--- src/rtl/rob_commit_pkg.sv ---
// rob_commit_pkg: shared widths, default sizing and entry layout for the commit queue.
package rob_commit_pkg;
  localparam int DEF_ROB_DEPTH = 8;
  localparam int DEF_ROB_IDX_W = 3;
  localparam int REG_IDX_W = 5;
  localparam int XLEN = 32;
  typedef struct packed {
    logic busy;
    logic ready;
    logic [REG_IDX_W-1:0] rd;
    logic [XLEN-1:0] val;
  } rob_entry_t;
endpackage

--- src/rtl/rob_commit.sv ---
// rob_commit: in-order commit queue retiring out-of-order writebacks to the register file.
module rob_commit
  import rob_commit_pkg::*;
#(
  parameter int ROB_DEPTH = DEF_ROB_DEPTH,
  parameter int ROB_IDX_W = DEF_ROB_IDX_W
) (
  input  logic                 clk_in,
  input  logic                 rst_in,
  input  logic                 rdy_in,
  input  logic                 flush,
  input  logic                 alloc_valid,
  input  logic [REG_IDX_W-1:0] alloc_rd,
  output logic                 alloc_ready,
  output logic [ROB_IDX_W-1:0] alloc_tag,
  input  logic                 wb_valid,
  input  logic [ROB_IDX_W-1:0] wb_tag,
  input  logic [XLEN-1:0]      wb_val,
  input  logic [ROB_IDX_W-1:0] q_tag,
  output logic                 q_ready,
  output logic [XLEN-1:0]      q_val,
  output logic [REG_IDX_W-1:0] set_reg,
  output logic [XLEN-1:0]      set_val,
  output logic                 commit_valid,
  output logic [ROB_IDX_W-1:0] commit_tag,
  output logic [ROB_IDX_W:0]   count
);
  rob_entry_t ent [ROB_DEPTH];
  logic [ROB_IDX_W-1:0] head, tail;
  logic do_alloc, do_commit;
  always_comb begin
    alloc_ready = count != (ROB_IDX_W+1)'(ROB_DEPTH);
    alloc_tag = tail;
    q_ready = ent[q_tag].busy & ent[q_tag].ready;
    q_val = ent[q_tag].val;
    do_alloc = alloc_valid & alloc_ready;
    do_commit = ent[head].busy & ent[head].ready;
  end
  // Commit decision uses pre-edge state, so a writeback never retires in its own cycle.
  always_ff @(posedge clk_in or posedge rst_in) begin
    if (rst_in) begin
      for (int i = 0; i < ROB_DEPTH; i++) ent[i] <= '0;
      head <= '0;
      tail <= '0;
      count <= '0;
      set_reg <= '0;
      set_val <= '0;
      commit_valid <= 1'b0;
      commit_tag <= '0;
    end else if (rdy_in) begin
      if (flush) begin
        for (int i = 0; i < ROB_DEPTH; i++) begin
          ent[i].busy <= 1'b0;
          ent[i].ready <= 1'b0;
        end
        head <= '0;
        tail <= '0;
        count <= '0;
        set_reg <= '0;
        commit_valid <= 1'b0;
      end else begin
        if (wb_valid && ent[wb_tag].busy) begin
          ent[wb_tag].val <= wb_val;
          ent[wb_tag].ready <= 1'b1;
        end
        if (do_commit) begin
          ent[head].busy <= 1'b0;
          ent[head].ready <= 1'b0;
          head <= head + ROB_IDX_W'(1);
        end
        if (do_alloc) begin
          ent[tail].busy <= 1'b1;
          ent[tail].ready <= 1'b0;
          ent[tail].rd <= alloc_rd;
          tail <= tail + ROB_IDX_W'(1);
        end
        set_reg <= do_commit ? ent[head].rd : '0;
        set_val <= do_commit ? ent[head].val : set_val;
        commit_valid <= do_commit;
        commit_tag <= do_commit ? head : commit_tag;
        count <= count + (ROB_IDX_W+1)'(do_alloc) - (ROB_IDX_W+1)'(do_commit);
      end
    end
  end
endmodule

--- config.mk ---
export PLATFORM = sky130hd
export DESIGN_NAME = rob_commit
export DESIGN_NICKNAME = d
export VERILOG_FILES = /design/src/rtl/rob_commit_pkg.sv /design/src/rtl/rob_commit.sv
export SDC_FILE = /design/constraint.sdc
export NUM_CORES = 1
export LEC_CHECK = 0
export ABC_AREA = 1
export CAP_MARGIN = 5
export CORE_MARGIN = 1
export CORE_UTILIZATION = 30
export DETAILED_ROUTE_END_ITERATION = 16
export HOLD_SLACK_MARGIN = 0.05
export PLACE_DENSITY = 0.47
export SYNTH_ARGS = -nofsm -noshare
export SYNTH_HDL_FRONTEND = slang
export SYNTH_SLANG_ARGS = --single-unit
--- constraint.sdc ---
create_clock -name clk_in -period 13.4 [get_ports clk_in]
set_clock_uncertainty 0.15 [all_clocks]
set_input_delay 2.01 -clock clk_in [delete_from_list [all_inputs] [get_ports clk_in]]
set_output_delay 2.01 -clock clk_in [all_outputs]
set_load 0.01 [all_outputs]
==> impl_metrics.csv, run 1 <==
group,metric,value,unit
sta,worstMarginPinSlew,1.138,ns
sta,final-setup-viol-count,0,
min_path,holdPathStages,2,
yosys,seq_area_frac_synth,47.99,%
final_layout,antenna_cells,0,
floorplan,die_w,253.2,µm
sta,slew_headroom,23.87,%
final_layout,fillCellCount,6550,
yosys,syn-num-nets,2528,
grt,gr-max-usage-layer,"met2",
routing,firstDrtPassIters,5,
final_layout,fin_util,35.63,%
final_layout,drive_gt1_share,6.690,%
clock_network,clk_path_buf_depth,3,
clock_network,cts_tree,"done",
grt,use_met2,31.42,%
critical_path,required,11.24,ns
routing,drt-initial-drc-count,1610,
routing,vias,17100,
grt,grt_usage,20.65,%
floorplan,core,62050,µm²
yosys,synth_cell_types,37,
critical_path,critPathSlowestCell,"buf_4",
critical_path,worstSetupPathDepth,9,
yosys,synthTopCellsByCount,"nand2_1, o21ai_0, dfrtp_1",
yosys,synth-seq-cells,363,
yosys,avgSynthCellArea,7.660,µm²
yosys,synth_top_cell_by_area,"dfrtp_1",
placed_design,hpwl,38.88,mm
yosys,yosysWarnings,0,
routing,route.detailed.drc,0,
clock_network,cts_max_level,2,
floorplan,die-height,253.2,µm
critical_path,path_buf_inv,5,
sta,period_minus_slack,7.434,ns
grt,gr-usage-met3,2.940,%
clock_network,ctsHoldBuffers,0,
clock_network,clkTransAtPathRegs,0.06,ns
clock_network,clock-sinks,363,
critical_path,worst-path-max-fanout,105,
sta,tns,0,ns
pwr,vdd_drop_max,81.46,µV
floorplan,num_rows,91,
yosys,synthTopCellsByArea,"dfrtp_1, nand2_1, o21ai_0",
critical_path,end_kind,"output port",
grt,globalRouteOverflowTotal,0,
clock_network,cts-buffers-inserted,42,
final_layout,syn_to_final_growth,16.82,%
routing,viasPerCell,5.063,
grt,grt_start_max_net_pins,127,
pwr,power_leakage,9.637,nW
floorplan,start_util,30.50,%
critical_path,slowest_delay,0.81,ns
yosys,synth_most_common_cell,"nand2_1",
grt,met1_usage,30.18,%
sta,period_share,55.48,%
critical_path,critPathKind,"in -> out",
grt,grt_pass1_wl,100.3,mm
critical_path,crit_top_cell,"buf_4",
routing,wl_per_cell,19.53,µm
min_path,hold_path.class,"reg -> reg",
placed_design,gp_congestion,0.8343,
run_status,outcome,"completed",
sta,timing.fmax,0.1345,GHz
yosys,netlist_area,18930,µm²
yosys,synth_flop_cell,"dfrtp_1",
clock_network,cts_root_buf,"clkbuf_16",
pwr,p_per_area,135.2,nW/µm²
yosys,netlist_instances,2471,
placed_design,io_buffer_count,130,
final_layout,nets,2567,
grt,antenna_found_initial,2,
clock_network,post_cts_buffers,0,
critical_path,crit_family,"buffers and inverters",
critical_path,path_cells,"buf_2, buf_4, inv_6, buf_4, nor2_1, o21ai_0, a21oi_1, a31oi_1, clkdlybuf4s50_1",
flow_run,cap_violations,0,
yosys,synth_edf_count,0,
floorplan,die_area,64100,µm²
routing,ant_nets,0,
critical_path,worstPathArrival,5.27,ns
routing,routed_wl,65.98,mm
sta,rsz0062_at_grt,"no",
sta,timing.final.max_slew_violations,0,
floorplan,ioPinCount,131,
critical_path,reg2reg_depth,7,
critical_path,startpoint_type,"primary input",
grt,grt_pass1_vias,15830,
sta,finalHoldViolCount,0,
yosys,synthArstFlopShare,100.0,%
clock_network,ctsResizeCount,0,
final_layout,largest_reg_flops,312,
clock_network,clk_latency,0.59,ns
yosys,synth_top_area_share,47.99,%
==> stage by stage <==
step / hold slack, ns / setup WS [ns] / cells / total power [mW] / cell area (µm²)
after floorplan: 0.3030 / 1.165 / 2471 / 1.648 / 18930
after global placement: 0.3101 / 5.976 / 3303 / 1.797 / 20690
after detailed placement: 0.3143 / 5.959 / 3303 / 1.808 / 20690
after CTS: 0.3291 / 5.962 / 3378 / 3.025 / 22110
after global routing: 0.3401 / 5.730 / 3378 / 3.146 / 22110
final: 0.3224 / 5.966 / 3378 / 2.990 / 22110
==> layout by cell type (no fill, tap or decap), types with 6 or more instances in the layout <==
master and n:
inv_1 188, nand2_1 717, clkdlybuf4s50_1 128, nand3b_1 10, clkbuf_1 8, nand3_1 70
nand4_1 7, o21ai_0 512, a21oi_1 165, nand4_4 8, a31oi_1 32, clkbuf_16 43
inv_2 13, nor2_2 6, buf_4 27, ha_1 7, o21ai_2 32, a22oi_1 16
dfrtp_1 361, clkbuf_8 13, o22ai_1 28, nor2_1 96
==> path summary, 6_finish.rpt <==
| path | start | end | slack, ns |
|---|---|---|---|
| min in group asynchronous | rst_in | ent[305] | 1.86 |
| max in group asynchronous | rst_in | head[0] | 9.02 |
| max | q_tag[0] | q_val[3] | 5.97 |
| max reg2reg | head[0] | set_val[1] | 9.11 |
| min | set_val[4] | set_val[4] | 0.32 |
| min reg2reg | set_val[4] | set_val[4] | 0.32 |
==> cell families (layout without fill, tap and decap cells) <==
logic type	after synthesis	count (layout)	synth area share (%)
compound gates	797	797	22.53
xor+xnor	1	1	0.04628
fa+ha+maj	8	8	0.5685
buf+inv	370	440	8.362
flops	363	363	47.99
simple gates	932	932	20.50
==> cell type report <==
cell class	instances	area, µm²	share of cell area (%)
multi-input cells	1738	8262	37.36
well taps	837	1047	4.736
flip-flops and latches	363	9089	41.10
repair buffers	157	1494	6.756
inverters	208	795.8	3.599
clock buffers	64	1285	5.811
clock inverters	11	138.9	0.6281
==> where the power goes <==
| group | internal (mW) | switching (mW) | leakage [nW] |
|---|---|---|---|
| registers | 1.23 | 0.0982 | 4.98 |
| logic | 0.177 | 0.282 | 3.96 |
| clock network | 0.717 | 0.485 | 0.700 |
| total | 2.13 | 0.865 | 9.64 |
==> worst min-delay path, stage by stage (launching register included) <==
cell,delay (ns)
dfrtp_1,0.34
nand2_1,0.05
nand2_1,0.04
==> metal layers <==
| layer | part of all wire, % | up-vias |
|---|---|---|
| li1 | - | 8240 |
| met1 | 48 | 8212 |
| met2 | 44 | 550 |
| met3 | 5.8 | 102 |
| met4 | 2.3 | 0 |
| met5 | 0 | - |
Note: power is estimated with default switching activity, not from simulation.
==> run 2, diff against run 1 <==
- PLACE_DENSITY: 0.47 -> 0.49
- clock period: 13.4 -> 6 ns (I/O delays scaled with it)
==> impl_metrics.csv, run 2 (synthesized netlist as in run 1, its figures left out) <==
group,metric,value,unit
run_status,outcome,"completed",
critical_path,endpoint,"q_val[9]",
clock_network,ctsHoldBuffers,0,
routing,ant_nets,0,
routing,vias,17270,
final_layout,fillCellCount,6478,
floorplan,die_area,64100,µm²
final_layout,syn_to_final_growth,17.06,%
sta,period_share,76.71,%
routing,routed_wl,66.33,mm
floorplan,die_w,253.2,µm
final_layout,seq_area,9089,µm²
routing,wl_per_cell,19.61,µm
clock_network,clkTransAtPathRegs,0.06,ns
grt,grt_pass1_wl,102.0,mm
critical_path,r2r_end,"set_val[8]",
critical_path,critPathKind,"in -> out",
clock_network,cts-buffers-inserted,43,
critical_path,cp-startpoint,"q_tag[1]",
pwr,power_frac_comb,15.7,%
critical_path,end_kind,"output port",
final_layout,largest_reg_flops,312,
critical_path,required,4.95,ns
pwr,switchingPower,1.923,mW
pwr,power_leakage,9.657,nW
grt,grt_start_max_net_pins,158,
critical_path,reg2reg_depth,9,
routing,viasPerCell,5.104,
critical_path,r2r_setup_slack,2.25,ns
sta,rsz0062_at_grt,"no",
pwr,p_per_area,298.4,nW/µm²
grt,grt_pass1_vias,16410,
clock_network,clk_path_buf_depth,3,
pwr,switching_share,29.08,%
clock_network,cts_max_level,2,
sta,tns,0,ns
pwr,power_frac_clock,39.4,%
clock_network,clock-sinks,363,
clock_network,clk_latency,0.58,ns
floorplan,die-height,253.2,µm
routing,firstDrtPassIters,5,
pwr,seqPwrFrac,44.9,%
pwr,vdd_drop_max,173.4,µV
floorplan,core,62050,µm²
final_layout,drive_gt1_share,6.874,%
floorplan,start_util,30.50,%
placed_design,hpwl,40.32,mm
sta,final-setup-viol-count,0,
sta,slew_headroom,25.92,%
placed_design,gp_congestion,0.8659,
final_layout,fin_util,35.71,%
min_path,hold_path.class,"reg -> reg",
clock_network,ctsResizeCount,0,
grt,globalRouteOverflowTotal,0,
sta,timing.final.max_slew_violations,0,
clock_network,cts_root_buf,"clkbuf_16",
floorplan,num_rows,91,
critical_path,startpoint_type,"primary input",
critical_path,reg2reg_from,"head[1]",
clock_network,cts_tree,"done",
placed_design,io_buffer_count,130,
floorplan,ioPinCount,131,
critical_path,worst-path-max-fanout,23,
grt,antenna_found_initial,0,
sta,period_minus_slack,4.602,ns
sta,timing.fmax,0.2173,GHz
routing,drt-initial-drc-count,1725,
pwr,internal_power,4.689,mW
critical_path,worstPathArrival,3.55,ns
final_layout,final_cell_mix,"nand2_1, o21ai_0, dfrtp_1",
flow_run,cap_violations,0,
sta,finalHoldViolCount,0,
clock_network,post_cts_buffers,0,
final_layout,nets,2574,
grt,grt_usage,20.91,%
sta,worstMarginPinSlew,1.111,ns
final_layout,multiInputGateArea,8264,µm²
routing,route.detailed.drc,0,
final_layout,antenna_cells,0,
final_layout,final_common_cell,"nand2_1",
[run 2: cell type report]
class,count,share of cell area (%)
multi-input cells,1738,37.30
inverters,208,3.574
flip-flops and latches,363,41.02
repair buffers,163,7.115
clock buffers,62,5.681
clock inverters,12,0.5873
well taps,837,4.726
[run 2: worst max-delay path: stages]
cell	delay, ns
buf_2	0.49
inv_2	0.41
buf_4	0.36
a21oi_1	0.14
o21ai_0	0.12
nand2_1	0.12
nor2_1	0.05
a31oi_1	0.30
clkdlybuf4s50_1	0.61
[run 2: through the flow]
stage               cells  cell area (µm²)  hold WS, ns  setup WS [ns]  total power, mW
floorplan            2471            18930       0.3030        0.08176            3.681
global placement     3309            20770       0.3102          1.447            4.022
detailed placement   3309            20770       0.3086          1.434            4.049
CTS                  3383            22160       0.3231          1.428            6.683
global route         3383            22160       0.3386          1.203            6.963
finish               3383            22160       0.3175          1.398            6.612
[run 2: layer usage]
layer  wire length, µm  track usage, %  up-vias
met3              4425           3.259       84
li1                  -               -     8236
met5                 0               0        -
met1             30980           29.85     8371
met4              1445           5.853        0
met2             29480           32.59      577
[run 2: worst min-delay path by stage]
stage                  start             to  slack (ns)  cells after the start
2_1_floorplan       ent[161]       ent[161]        0.30                      2
3_3_place_gp     set_val[27]    set_val[27]        0.31                      2
3_5_place_dp      set_val[6]     set_val[6]        0.31                      2
4_1_cts           set_val[6]     set_val[6]        0.32                      2
5_1_grt          set_val[21]    set_val[21]        0.34                      2
6_report       commit_tag[1]  commit_tag[1]        0.32                      2
[run 2: power groups by stage]
stage          registers (mW)  logic (mW)  clock network (mW)
3_5_place_dp             3.00        1.05                   0
5_1_grt                  3.01        1.19                2.76
2_1_floorplan            2.95       0.729                   0
6_report                 2.97        1.04                2.60
3_3_place_gp             3.00        1.03                   0
4_1_cts                  2.96        1.05                2.67
